**config.mk**
```make
export PLATFORM = sky130hd
export DESIGN_NAME = fdd_index_monitor_flat
export DESIGN_NICKNAME = d
export VERILOG_FILES = /design/src/rtl/fdd_index_monitor_if.sv /design/src/rtl/fdd_index_monitor.sv /design/src/flat_wrapper.sv
export SDC_FILE = /design/constraint.sdc
export NUM_CORES = 1
export LEC_CHECK = 0
export CAP_MARGIN = 0
export CORE_AREA = 2 2 74 76
export CTS_CLUSTER_DIAMETER = 150
export DETAILED_ROUTE_END_ITERATION = 6
export DIE_AREA = 0 0 76 78
export HOLD_SLACK_MARGIN = 0.03
export PLACE_DENSITY = 0.82
export SKIP_LAST_GASP = 1
export SYNTH_ARGS = -nofsm -noshare
export SYNTH_HDL_FRONTEND = slang
export SYNTH_SLANG_ARGS = --single-unit
```
**constraint.sdc**
```tcl
create_clock -name clk -period 2.2 [get_ports clk]
set_input_delay 0.44 -clock clk [delete_from_list [all_inputs] [get_ports clk]]
set_output_delay 0.44 -clock clk [all_outputs]
set_load 0.01 [all_outputs]
```
**src/rtl/fdd_index_monitor_if.sv**
```systemverilog
`default_nettype none
// +--------------------------------------------------------------------------+
// | Module   : fdd_index_monitor_if                                          |
// | Brief    : Tick/INDEX/motor inputs and rotation status outputs of the     |
// |            FDD index monitor.                                            |
// | Revision : 1.0                                                           |
// +--------------------------------------------------------------------------+
interface fdd_index_monitor_if #(
  parameter int PERIOD_W = 20
);
  logic                tick_en;
  logic                index_n;
  logic                motor_on;
  logic                index_pulse;
  logic [PERIOD_W-1:0] period;
  logic                period_valid;
  logic                spinning;
  logic                timeout;

  modport master (
    output tick_en, index_n, motor_on,
    input  index_pulse, period, period_valid, spinning, timeout
  );

  modport slave (
    input  tick_en, index_n, motor_on,
    output index_pulse, period, period_valid, spinning, timeout
  );
endinterface
`default_nettype wire

```
**src/rtl/fdd_index_monitor.sv**
```systemverilog
`default_nettype none
// +--------------------------------------------------------------------------+
// | Module   : fdd_index_monitor                                             |
// | Brief    : Filters the drive INDEX line, measures rotation period in     |
// |            ticks and reports lock / loss of rotation.                    |
// | Revision : 1.0                                                           |
// +--------------------------------------------------------------------------+
module fdd_index_monitor #(
  parameter int PERIOD_W      = 20,
  parameter int FILTER_TICKS  = 4,
  parameter int MIN_PERIOD    = 190000,
  parameter int MAX_PERIOD    = 210000,
  parameter int TIMEOUT_TICKS = 600000,
  parameter int LOCK_COUNT    = 2
) (
  input  wire logic          clk,
  input  wire logic          reset_n,
  fdd_index_monitor_if.slave bus
);

  localparam int c_FILT_W = (FILTER_TICKS > 1) ? $clog2(FILTER_TICKS) : 1;
  localparam int c_LOCK_W = $clog2(LOCK_COUNT + 1);

  localparam logic [c_FILT_W-1:0] c_FILT_LAST = c_FILT_W'(FILTER_TICKS - 1);
  localparam logic [c_LOCK_W-1:0] c_LOCK_MAX  = c_LOCK_W'(LOCK_COUNT);
  localparam logic [PERIOD_W-1:0] c_MIN       = PERIOD_W'(MIN_PERIOD);
  localparam logic [PERIOD_W-1:0] c_MAX       = PERIOD_W'(MAX_PERIOD);
  localparam logic [PERIOD_W-1:0] c_TIMEOUT   = PERIOD_W'(TIMEOUT_TICKS);

  typedef enum logic [1:0] {
    S_IDLE    = 2'd0,
    S_SEEK    = 2'd1,
    S_MEASURE = 2'd2,
    S_LOCKED  = 2'd3
  } state_t;

  logic                r_sync1, r_sync2;
  logic                r_filt, r_filt_q;
  logic [c_FILT_W-1:0] r_stab;
  state_t              r_state, w_state_nxt;
  logic [PERIOD_W-1:0] r_cnt, w_cnt_nxt;
  logic [c_LOCK_W-1:0] r_lock, w_lock_nxt;
  logic [PERIOD_W-1:0] r_period, w_period_nxt;
  logic                r_pulse, w_pulse_nxt;
  logic                r_pv, w_pv_nxt;
  logic                r_spin, w_spin_nxt;
  logic                r_to, w_to_nxt;

  logic                w_fall;
  logic                w_in_window;
  logic                w_cnt_sat;
  logic [c_LOCK_W-1:0] w_lock_inc;

  // INDEX synchronizer and tick-based glitch filter; filtered level idles high.
  always_ff @(posedge clk or negedge reset_n) begin
    if (!reset_n) begin
      r_sync1  <= 1'b1;
      r_sync2  <= 1'b1;
      r_filt   <= 1'b1;
      r_filt_q <= 1'b1;
      r_stab   <= '0;
    end else begin
      r_sync1  <= bus.index_n;
      r_sync2  <= r_sync1;
      r_filt_q <= r_filt;
      if (r_sync2 == r_filt) begin
        r_stab <= '0;
      end else if (bus.tick_en) begin
        if (r_stab == c_FILT_LAST) begin
          r_filt <= r_sync2;
          r_stab <= '0;
        end else begin
          r_stab <= r_stab + 1'b1;
        end
      end
    end
  end

  // Fall is seen the cycle after the filter settles low, so the tick that
  // moved the filter is already included in the counter.
  assign w_fall      = r_filt_q & ~r_filt;
  assign w_in_window = (r_cnt >= c_MIN) && (r_cnt <= c_MAX);
  assign w_cnt_sat   = (r_cnt == c_TIMEOUT);
  assign w_lock_inc  = (r_lock == c_LOCK_MAX) ? r_lock : r_lock + 1'b1;

  always_ff @(posedge clk or negedge reset_n) begin
    if (!reset_n) begin
      r_state  <= S_IDLE;
      r_cnt    <= '0;
      r_lock   <= '0;
      r_period <= '0;
      r_pulse  <= 1'b0;
      r_pv     <= 1'b0;
      r_spin   <= 1'b0;
      r_to     <= 1'b0;
    end else begin
      r_state  <= w_state_nxt;
      r_cnt    <= w_cnt_nxt;
      r_lock   <= w_lock_nxt;
      r_period <= w_period_nxt;
      r_pulse  <= w_pulse_nxt;
      r_pv     <= w_pv_nxt;
      r_spin   <= w_spin_nxt;
      r_to     <= w_to_nxt;
    end
  end

  always_comb begin
    w_state_nxt  = r_state;
    w_cnt_nxt    = r_cnt;
    w_lock_nxt   = r_lock;
    w_period_nxt = r_period;
    w_pulse_nxt  = 1'b0;
    w_pv_nxt     = 1'b0;
    w_spin_nxt   = r_spin;
    w_to_nxt     = 1'b0;

    if (bus.tick_en && !w_cnt_sat) begin
      w_cnt_nxt = r_cnt + 1'b1;
    end
    if (w_fall) begin
      w_cnt_nxt = '0;
    end

    if (!bus.motor_on) begin
      w_state_nxt = S_IDLE;
      w_cnt_nxt   = '0;
      w_lock_nxt  = '0;
      w_spin_nxt  = 1'b0;
    end else begin
      case (r_state)
        S_IDLE: begin
          w_cnt_nxt   = '0;
          w_state_nxt = S_SEEK;
        end
        S_SEEK: begin
          w_pulse_nxt = w_fall;
          if (w_fall) begin
            w_state_nxt = S_MEASURE;
          end
        end
        S_MEASURE, S_LOCKED: begin
          w_pulse_nxt = w_fall;
          if (w_fall) begin
            // A fall on the saturated count lands here as an out-of-window period.
            w_period_nxt = r_cnt;
            w_pv_nxt     = 1'b1;
            if (w_in_window) begin
              w_lock_nxt = w_lock_inc;
              if (w_lock_inc == c_LOCK_MAX) begin
                w_state_nxt = S_LOCKED;
                w_spin_nxt  = 1'b1;
              end
            end else begin
              w_lock_nxt  = '0;
              w_spin_nxt  = 1'b0;
              w_state_nxt = S_MEASURE;
            end
          end else if (w_cnt_sat) begin
            w_to_nxt    = 1'b1;
            w_spin_nxt  = 1'b0;
            w_lock_nxt  = '0;
            w_cnt_nxt   = '0;
            w_state_nxt = S_SEEK;
          end
        end
        default: begin
          w_state_nxt = S_IDLE;
        end
      endcase
    end
  end

  assign bus.index_pulse  = r_pulse;
  assign bus.period       = r_period;
  assign bus.period_valid = r_pv;
  assign bus.spinning     = r_spin;
  assign bus.timeout      = r_to;

endmodule
`default_nettype wire
```
**src/flat_wrapper.sv**
```systemverilog
// flat-port wrapper written by rule: the top's interface ports become plain ports
module fdd_index_monitor_flat 
#(
  parameter int PERIOD_W      = 20,
  parameter int FILTER_TICKS  = 4,
  parameter int MIN_PERIOD    = 190000,
  parameter int MAX_PERIOD    = 210000,
  parameter int TIMEOUT_TICKS = 600000,
  parameter int LOCK_COUNT    = 2
)
  (clk, reset_n, bus_tick_en, bus_index_n, bus_motor_on, bus_index_pulse, bus_period, bus_period_valid, bus_spinning, bus_timeout);
  fdd_index_monitor_if #(.PERIOD_W(PERIOD_W)) bus_i ();
  input  wire logic clk;
  input  wire logic reset_n;
  input wire logic [$bits(bus_i.tick_en)-1:0] bus_tick_en;
  input wire logic [$bits(bus_i.index_n)-1:0] bus_index_n;
  input wire logic [$bits(bus_i.motor_on)-1:0] bus_motor_on;
  output wire logic [$bits(bus_i.index_pulse)-1:0] bus_index_pulse;
  output wire logic [$bits(bus_i.period)-1:0] bus_period;
  output wire logic [$bits(bus_i.period_valid)-1:0] bus_period_valid;
  output wire logic [$bits(bus_i.spinning)-1:0] bus_spinning;
  output wire logic [$bits(bus_i.timeout)-1:0] bus_timeout;
  assign bus_i.tick_en = bus_tick_en;
  assign bus_i.index_n = bus_index_n;
  assign bus_i.motor_on = bus_motor_on;
  assign bus_index_pulse = bus_i.index_pulse;
  assign bus_period = bus_i.period;
  assign bus_period_valid = bus_i.period_valid;
  assign bus_spinning = bus_i.spinning;
  assign bus_timeout = bus_i.timeout;
  fdd_index_monitor #(.PERIOD_W(PERIOD_W), .FILTER_TICKS(FILTER_TICKS), .MIN_PERIOD(MIN_PERIOD), .MAX_PERIOD(MAX_PERIOD), .TIMEOUT_TICKS(TIMEOUT_TICKS), .LOCK_COUNT(LOCK_COUNT)) u_core (.clk(clk), .reset_n(reset_n), .bus(bus_i));
endmodule
```
==> metrics.txt, run 1 <==
gr ovfl total=0; Final Cycle Share=0.9630; Critical Path Fanout Max=4; Tot Pwr=1.932 mW; antenna cells=0; Combinational Power Share=0.134; layout cells sized above 1=0.1962; via count=approximately 1.8k; Post-synth ARST share=1.000; Clock transition at path regs=0.09 ns; maximum clock insertion buffer count=2; Cell Pwr Density=approximately 630 mW/mm²; Post-synth EDFFs=0; Hold/Removal Path Class=input pin to asynchronous set/reset pin; Inserted Clock Buffers=5; critical path class=flop to flop; largest net degree at the start of global routing=32; Max Slew Vio Count=0; Post-Syn Area=about 0.0025 mm²; Final Skew=approximately 0.011 ns; Slowest-stage cell, CP=dfrtp_2; CP Cell Sequence=inv_1 -> ha_1 -> nor4b_4 -> nand3_2 -> o311a_1 -> a311o_1 -> a311oi_1; routed len/inst=14.62 µm; Site Rows=26; CTS sink count=54; Crit path arrival time=~2.3 ns; CTS tree=done; Seq/Total Area, Yosys=0.5398; DRT Pass-1 Iters=4; run status=finished, final reports clean; dpl ws=0.05871 ns; Sw Share=0.2646; Post-Syn Area per Cell=between 10 and 15 µm²; area of the multi-input gates=between 0.001 and 0.0015 mm²; maximum vdd drop=about 0.48 mV; fin nets=around 270; Crit. End Element=flop; sequential cell area=0.001358 mm²; sw power=0.5112 mW; syn_nets=238; Top FF cell, synth=dfrtp_1; first-pass GRT wire length=8390 µm; Flop pwr share=0.570; CTS root buffer=clkbuf_8; via count of the first global-routing pass=1793; GRT Overall Usage=0.1782; initial antenna violation count=0; detailed-route DRC error count=0; DRT iter0 DRCs=106; chip height=78 µm; detailed placer's ending HPWL=3367 µm; clock network fraction of total power=0.295; Setup Viol. Count Final=0; core area=between 0.005 and 0.006 mm²; Via density=between 5 and 6; Horiz. Die Dim=76 µm; synth unique cells=44; Max-Cap Viols=0; die area=between 0.005 and 0.006 mm²; ANT nets after route=0; Lkg Pwr=about 1.4 nW; Tmin final=2.119 ns; gpl congestion=0.8723; CTS H-tree lvls=2; max_slew headroom=0.6346; Clock Latency Late Sink=between 0.3 and 0.4 ns; Initial Utilization=0.4983; Yosys reg bits=54; CP bufs+invs=1; fmax=0.4720 GHz; Synth Instances=roughly 230; area growth from synthesis to layout=21.36%; Worst Path Required=2.41 ns; drt total wl=about 5000 µm; cell-internal power=~1.4 mW; Final WS setup=about 0.08 ns; delay-heaviest family, CP=compound AO/OA/AOI/OAI gates; IO buf count=28; startpoint types=flop; Ys Warns=0; actual slew at the worst max-slew pin=0.5470 ns; final-layout fill cell count=405; Top-Level Pins=29; Max stage delay on crit path=0.44 ns; Hold Vio Cnt, Final=0; TNS Setup=0 ns
## path summary, 6_finish.rpt
check	from	endpoint	depth (start not counted)	slack [ns]
max reg2reg	u_core.r_cnt[1]$_DFF_PN0_	u_core.r_state[0]$_DFFE_PN0P_	7	0.08
min	reset_n	u_core.r_cnt[3]$_DFF_PN0_	1	0.1
max in group asynchronous	reset_n	u_core.r_filt_q$_DFF_PN1_	2	1.50
min reg2reg	u_core.r_sync1$_DFF_PN1_	u_core.r_sync2$_DFF_PN1_	0	0.36
min in group clk	u_core.r_sync1$_DFF_PN1_	u_core.r_sync2$_DFF_PN1_	0	0.36
max	u_core.r_cnt[1]$_DFF_PN0_	u_core.r_state[0]$_DFFE_PN0P_	7	0.08
## registers in the layout, indices dropped and copies added (netlist names), 2 cells and up
name	flops
u_core.r_state	2
u_core.bus.period	20
u_core.r_cnt	20
u_core.r_lock	2
u_core.r_stab	2
## repair_timing
action,CTS,global route
hold buffers,0,0
buffers inserted,0,1
gates resized for setup,0,4
endpoints found under the setup margin,0,22
## synthesized netlist by cell type, drive strengths merged (2+ instances only)
library cell | n | area (µm²)
inv | 8 | 30.03
nand2b | 2 | 12.51
nor4b | 2 | 23.77
nor2 | 28 | 105.1
nor3 | 5 | 25.02
and3 | 2 | 12.51
mux2 | 19 | 214.0
xnor2 | 5 | 43.79
mux2i | 3 | 30.03
ha | 4 | 50.05
and4 | 2 | 17.52
nand2 | 15 | 56.30
o21ai | 7 | 35.03
nand4 | 9 | 56.30
a21oi | 4 | 20.02
clkbuf | 12 | 47.55
xor2 | 15 | 131.4
dfstp | 4 | 105.1
nand3 | 9 | 50.05
nor3b | 3 | 22.52
dfrtp | 50 | 1251
a211o | 2 | 17.52
## cell families (layout without fill, tap and decap cells)
| family | count (synthesis) | after routing | share of synthesized area |
|---|---|---|---|
| simple gates | 83 | 83 | 0.1678 |
| flops | 54 | 54 | 0.5398 |
| compound gates | 25 | 25 | 0.07023 |
| mux | 22 | 22 | 0.09711 |
| buf+inv | 21 | 57 | 0.03536 |
| xor+xnor | 20 | 20 | 0.06972 |
| fa+ha+maj | 4 | 4 | 0.01992 |
## layout by cell type, fill, tap and decap left out, drive strengths merged, types with 3 or more instances in the layout
cell           netlist  final
clkbuf              12      6
mux2i                3      3
inv                  8      8
ha                   4      4
nand2               15     15
dfrtp               50     50
nand4                9      9
buf                  1     14
xnor2                5      5
nor3b                3      3
xor2                15     15
clkdlybuf4s50        0     27
a21oi                4      4
nand3                9      9
mux2                19     19
dfstp                4      4
nor2                28     28
nor3                 5      5
o21ai                7      7
## metrics by stage
stage	util	cell area (µm²)	instances	hold WS (ns)
CTS	0.6002	3027	334	0.1139
finish	0.6047	3049	335	0.09777
floorplan	-	2512	229	0.1444
global route	0.6047	3049	335	0.1323
detailed placement	0.5814	2932	326	0.3496
global placement	0.5814	2932	326	0.3465
## power groups by stage
stage	sequential [mW]	clock [mW]	combinational (mW)
3_3_place_gp	1.11	0	0.244
6_report	1.10	0.570	0.260
3_5_place_dp	1.12	0	0.253
2_1_floorplan	1.10	0	0.162
5_1_grt	1.11	0.624	0.298
4_1_cts	1.10	0.581	0.255
## metal layers
metal | part of all wire | global-route usage | vias up | wire (µm)
met2 | 0.51 | 0.3036 | 50 | 2479
li1 | - | - | 862 | -
met1 | 0.43 | 0.2215 | 871 | 2099
met4 | 0.015 | 0.06364 | 0 | 73
met3 | 0.050 | 0.04535 | 10 | 245
met5 | 0 | 0 | - | 0
## layout make-up
cell class              instances  area share
flip-flops and latches         54      0.4452
well taps                      70     0.02872
inverters                       8    0.009848
clock inverters                 2    0.004103
multi-input cells             154      0.3545
repair buffers                 41      0.1305
clock buffers                   6     0.02708
Power figures use the tool's default switching activity.
==> inputs of run 2 (changes only) <==
--- a/config.mk
+++ b/config.mk
@@ -12,6 +12,7 @@
 export DIE_AREA = 0 0 76 78
 export HOLD_SLACK_MARGIN = 0.03
 export PLACE_DENSITY = 0.82
+export RECOVER_POWER = 50
 export SKIP_LAST_GASP = 1
 export SYNTH_ARGS = -nofsm -noshare
 export SYNTH_HDL_FRONTEND = slang
==> run 2 against run 1 <==
Net effect:
- highest routed layer unchanged
- clock-buffer cell count stayed put
- worst setup slack worse by 0.0035 ns
- clock skew hardly changed
- utilization is 0.40 points lower
==> metrics.txt, run 2 (synthesis gave the netlist of run 1 again) <==
run status=finished, final reports clean (unchanged); grt met2 use=0.3036 (unchanged); Max-Cap Viols=0 (unchanged); startpoint types=flop (unchanged); Initial Utilization=0.4983 (unchanged); maximum clock insertion buffer count=2 (unchanged); Max stage delay on crit path=0.44 ns (about the same); Lkg Pwr=1.372 nW (was 1.368 nW); Hold/Removal Path Class=input pin to asynchronous set/reset pin (unchanged); Slowest-stage cell, CP=dfrtp_2 (unchanged); delay-heaviest family, CP=compound AO/OA/AOI/OAI gates (unchanged); CTS Hold Bufs=0 (unchanged); GRT Overall Usage=0.1782 (unchanged); fin nets=273 (unchanged); detailed placer's ending HPWL=3367 µm (unchanged); Horiz. Die Dim=76 µm (unchanged); via count=1796 (was 1793); gpl congestion=0.8723 (unchanged); CTS root buffer=clkbuf_8 (unchanged); CTS sink count=54 (unchanged); Crit path arrival time=2.33 ns (about the same); commonest non-fill, non-tap cell in the layout=dfrtp_1 (unchanged); Worst Path Required=2.41 ns (about the same); Setup Viol. Count Final=0 (unchanged); Hold Vio Cnt, Final=0 (unchanged); met1 GRT Util=0.2215 (unchanged); Final Skew=0.01020 ns (was 0.01051 ns); detailed-route DRC error count=0 (unchanged); CP startpoint=u_core.r_cnt[1]$_DFF_PN0_ (unchanged); max_slew headroom=0.2061 (was 0.6346); CTS tree=done (unchanged); busiest grt layer=met2 (unchanged); area growth from synthesis to layout=20.57% (was 21.36%); routed len/inst=14.73 µm (was 14.62 µm); Max Slew Vio Count=0 (unchanged); ANT nets after route=0 (unchanged); Tmin final=2.122 ns (was 2.119 ns); antenna cells=0 (unchanged); initial antenna violation count=0 (unchanged); Site Rows=26 (unchanged); die area=0.005928 mm² (unchanged); via count of the first global-routing pass=1793 (unchanged); Via density=5.361 (was 5.352); largest net degree at the start of global routing=32 (unchanged); Inserted Clock Buffers=5 (unchanged); DRT iter0 DRCs=113 (was 106); IO buf count=28 (unchanged); chip height=78 µm (unchanged); Top-Level Pins=29 (unchanged); CP bufs+invs=1 (unchanged); TNS Setup=0 ns (unchanged); met3 usage=0.04535 (unchanged); Post-DP Area=0.002932 mm² (unchanged); actual slew at the worst max-slew pin=1.191 ns (was 0.5470 ns); Crit. End Element=flop (unchanged); Critical Path Fanout Max=4 (unchanged); first-pass GRT wire length=8390 µm (unchanged); DRT Pass-1 Iters=6 (was 4); Critical R2R Launch=u_core.r_cnt[1]$_DFF_PN0_ (unchanged); Clock transition at path regs=0.09 ns (about the same); maximum vdd drop=0.4767 mV (was 0.4774 mV); CP Cell Sequence=inv_1 -> ha_1 -> nor4b_4 -> nand3_2 -> o311a_1 -> a311o_1 -> a311oi_1 (unchanged); core area=0.005042 mm² (unchanged); gr ovfl total=0 (unchanged); fmax=0.4712 GHz (was 0.4720 GHz); fin area=0.003029 mm² (was 0.003049 mm²); drt total wl=4935 µm (was 4898 µm); critical path class=flop to flop (unchanged); final core occ=0.6007 (was 0.6047); layout cells sized above 1=0.1849 (was 0.1962); Tot Pwr=1.923 mW (was 1.932 mW); Hold Slack=0.3432 ns (was 0.09777 ns); Cell Pwr Density=634.9 mW/mm² (was 633.7 mW/mm²); Final Cycle Share=0.9646 (was 0.9630); commonest non-fill, non-tap cells in the layout=49 x dfrtp_1, 28 x nor2_1, 20 x clkdlybuf4s50_1 (was 49 x dfrtp_1, 28 x nor2_1, 27 x clkdlybuf4s50_1); CTS H-tree lvls=2 (unchanged); Clock Latency Late Sink=0.31 ns (about the same)
[run 2: changes by cell type in the layout (fill, tap and decap cells not counted)]
cell             delta
clkdlybuf4s50_1     -7
buf_4               -1
clkbuf_2            +1
buf_12              -1
dlygate4sd3_1       +7
dfstp_1             +1
buf_2               -1
dfstp_2             -1
clkbuf_1            +2
[run 2: cell type report]
type / instances / area, µm²
well taps: 70 / 87.58
flip-flops and latches: 54 / 1358
clock buffers: 6 / 82.58
multi-input cells: 154 / 1081
clock inverters: 2 / 12.51
inverters: 8 / 30.03
repair buffers: 41 / 377.9
fillers: 410 / 2013
[run 2: worst paths after layout]
kind / slack [ns] / to / cells past startpoint
max in group asynchronous: 0.51 / u_core.bus.period[15]$_DFFE_PN0P_ / 2
setup / recovery: 0.08 / u_core.r_state[0]$_DFFE_PN0P_ / 7
setup reg to reg: 0.08 / u_core.r_state[0]$_DFFE_PN0P_ / 7
min in group clk: 0.36 / u_core.r_sync2$_DFF_PN1_ / 0
hold / removal: 0.34 / u_core.r_cnt[3]$_DFF_PN0_ / 1
hold reg to reg: 0.36 / u_core.r_sync2$_DFF_PN1_ / 0
[run 2: what timing repair did]
item,4_1_cts,5_1_grt
buffers inserted,0,1
resized for setup,0,4
setup endpoints to repair,0,22
[run 2: worst register-to-register path, stage by stage, from the launching register on]
cell and delay [ns]:
dfrtp_2 0.44, inv_1 0.11, ha_1 0.17, nor4b_4 0.22
nand3_2 0.11, o311a_1 0.32, a311o_1 0.39, a311oi_1 0.27
[run 2: per-layer routing]
metal,vias up,wire (µm)
met5,-,0
met4,0,70
met3,8,253
met2,52,2504
met1,875,2107
li1,861,-
[run 2: metrics by stage]
step / instances / setup WS (ns)
final: 335 / 0.07798
after global routing: 335 / -0.008224
after CTS: 334 / 0.03915
after detailed placement: 326 / 0.05871
after global placement: 326 / 0.1324
after floorplan: 229 / 0.1557
[run 2: power by group]
part	total [mW]	switching, mW	leakage, nW	internal [mW]
Combinational	0.253	0.143	0.590	0.110
Clock	0.571	0.318	0.0472	0.253
Sequential	1.10	0.0488	0.735	1.05
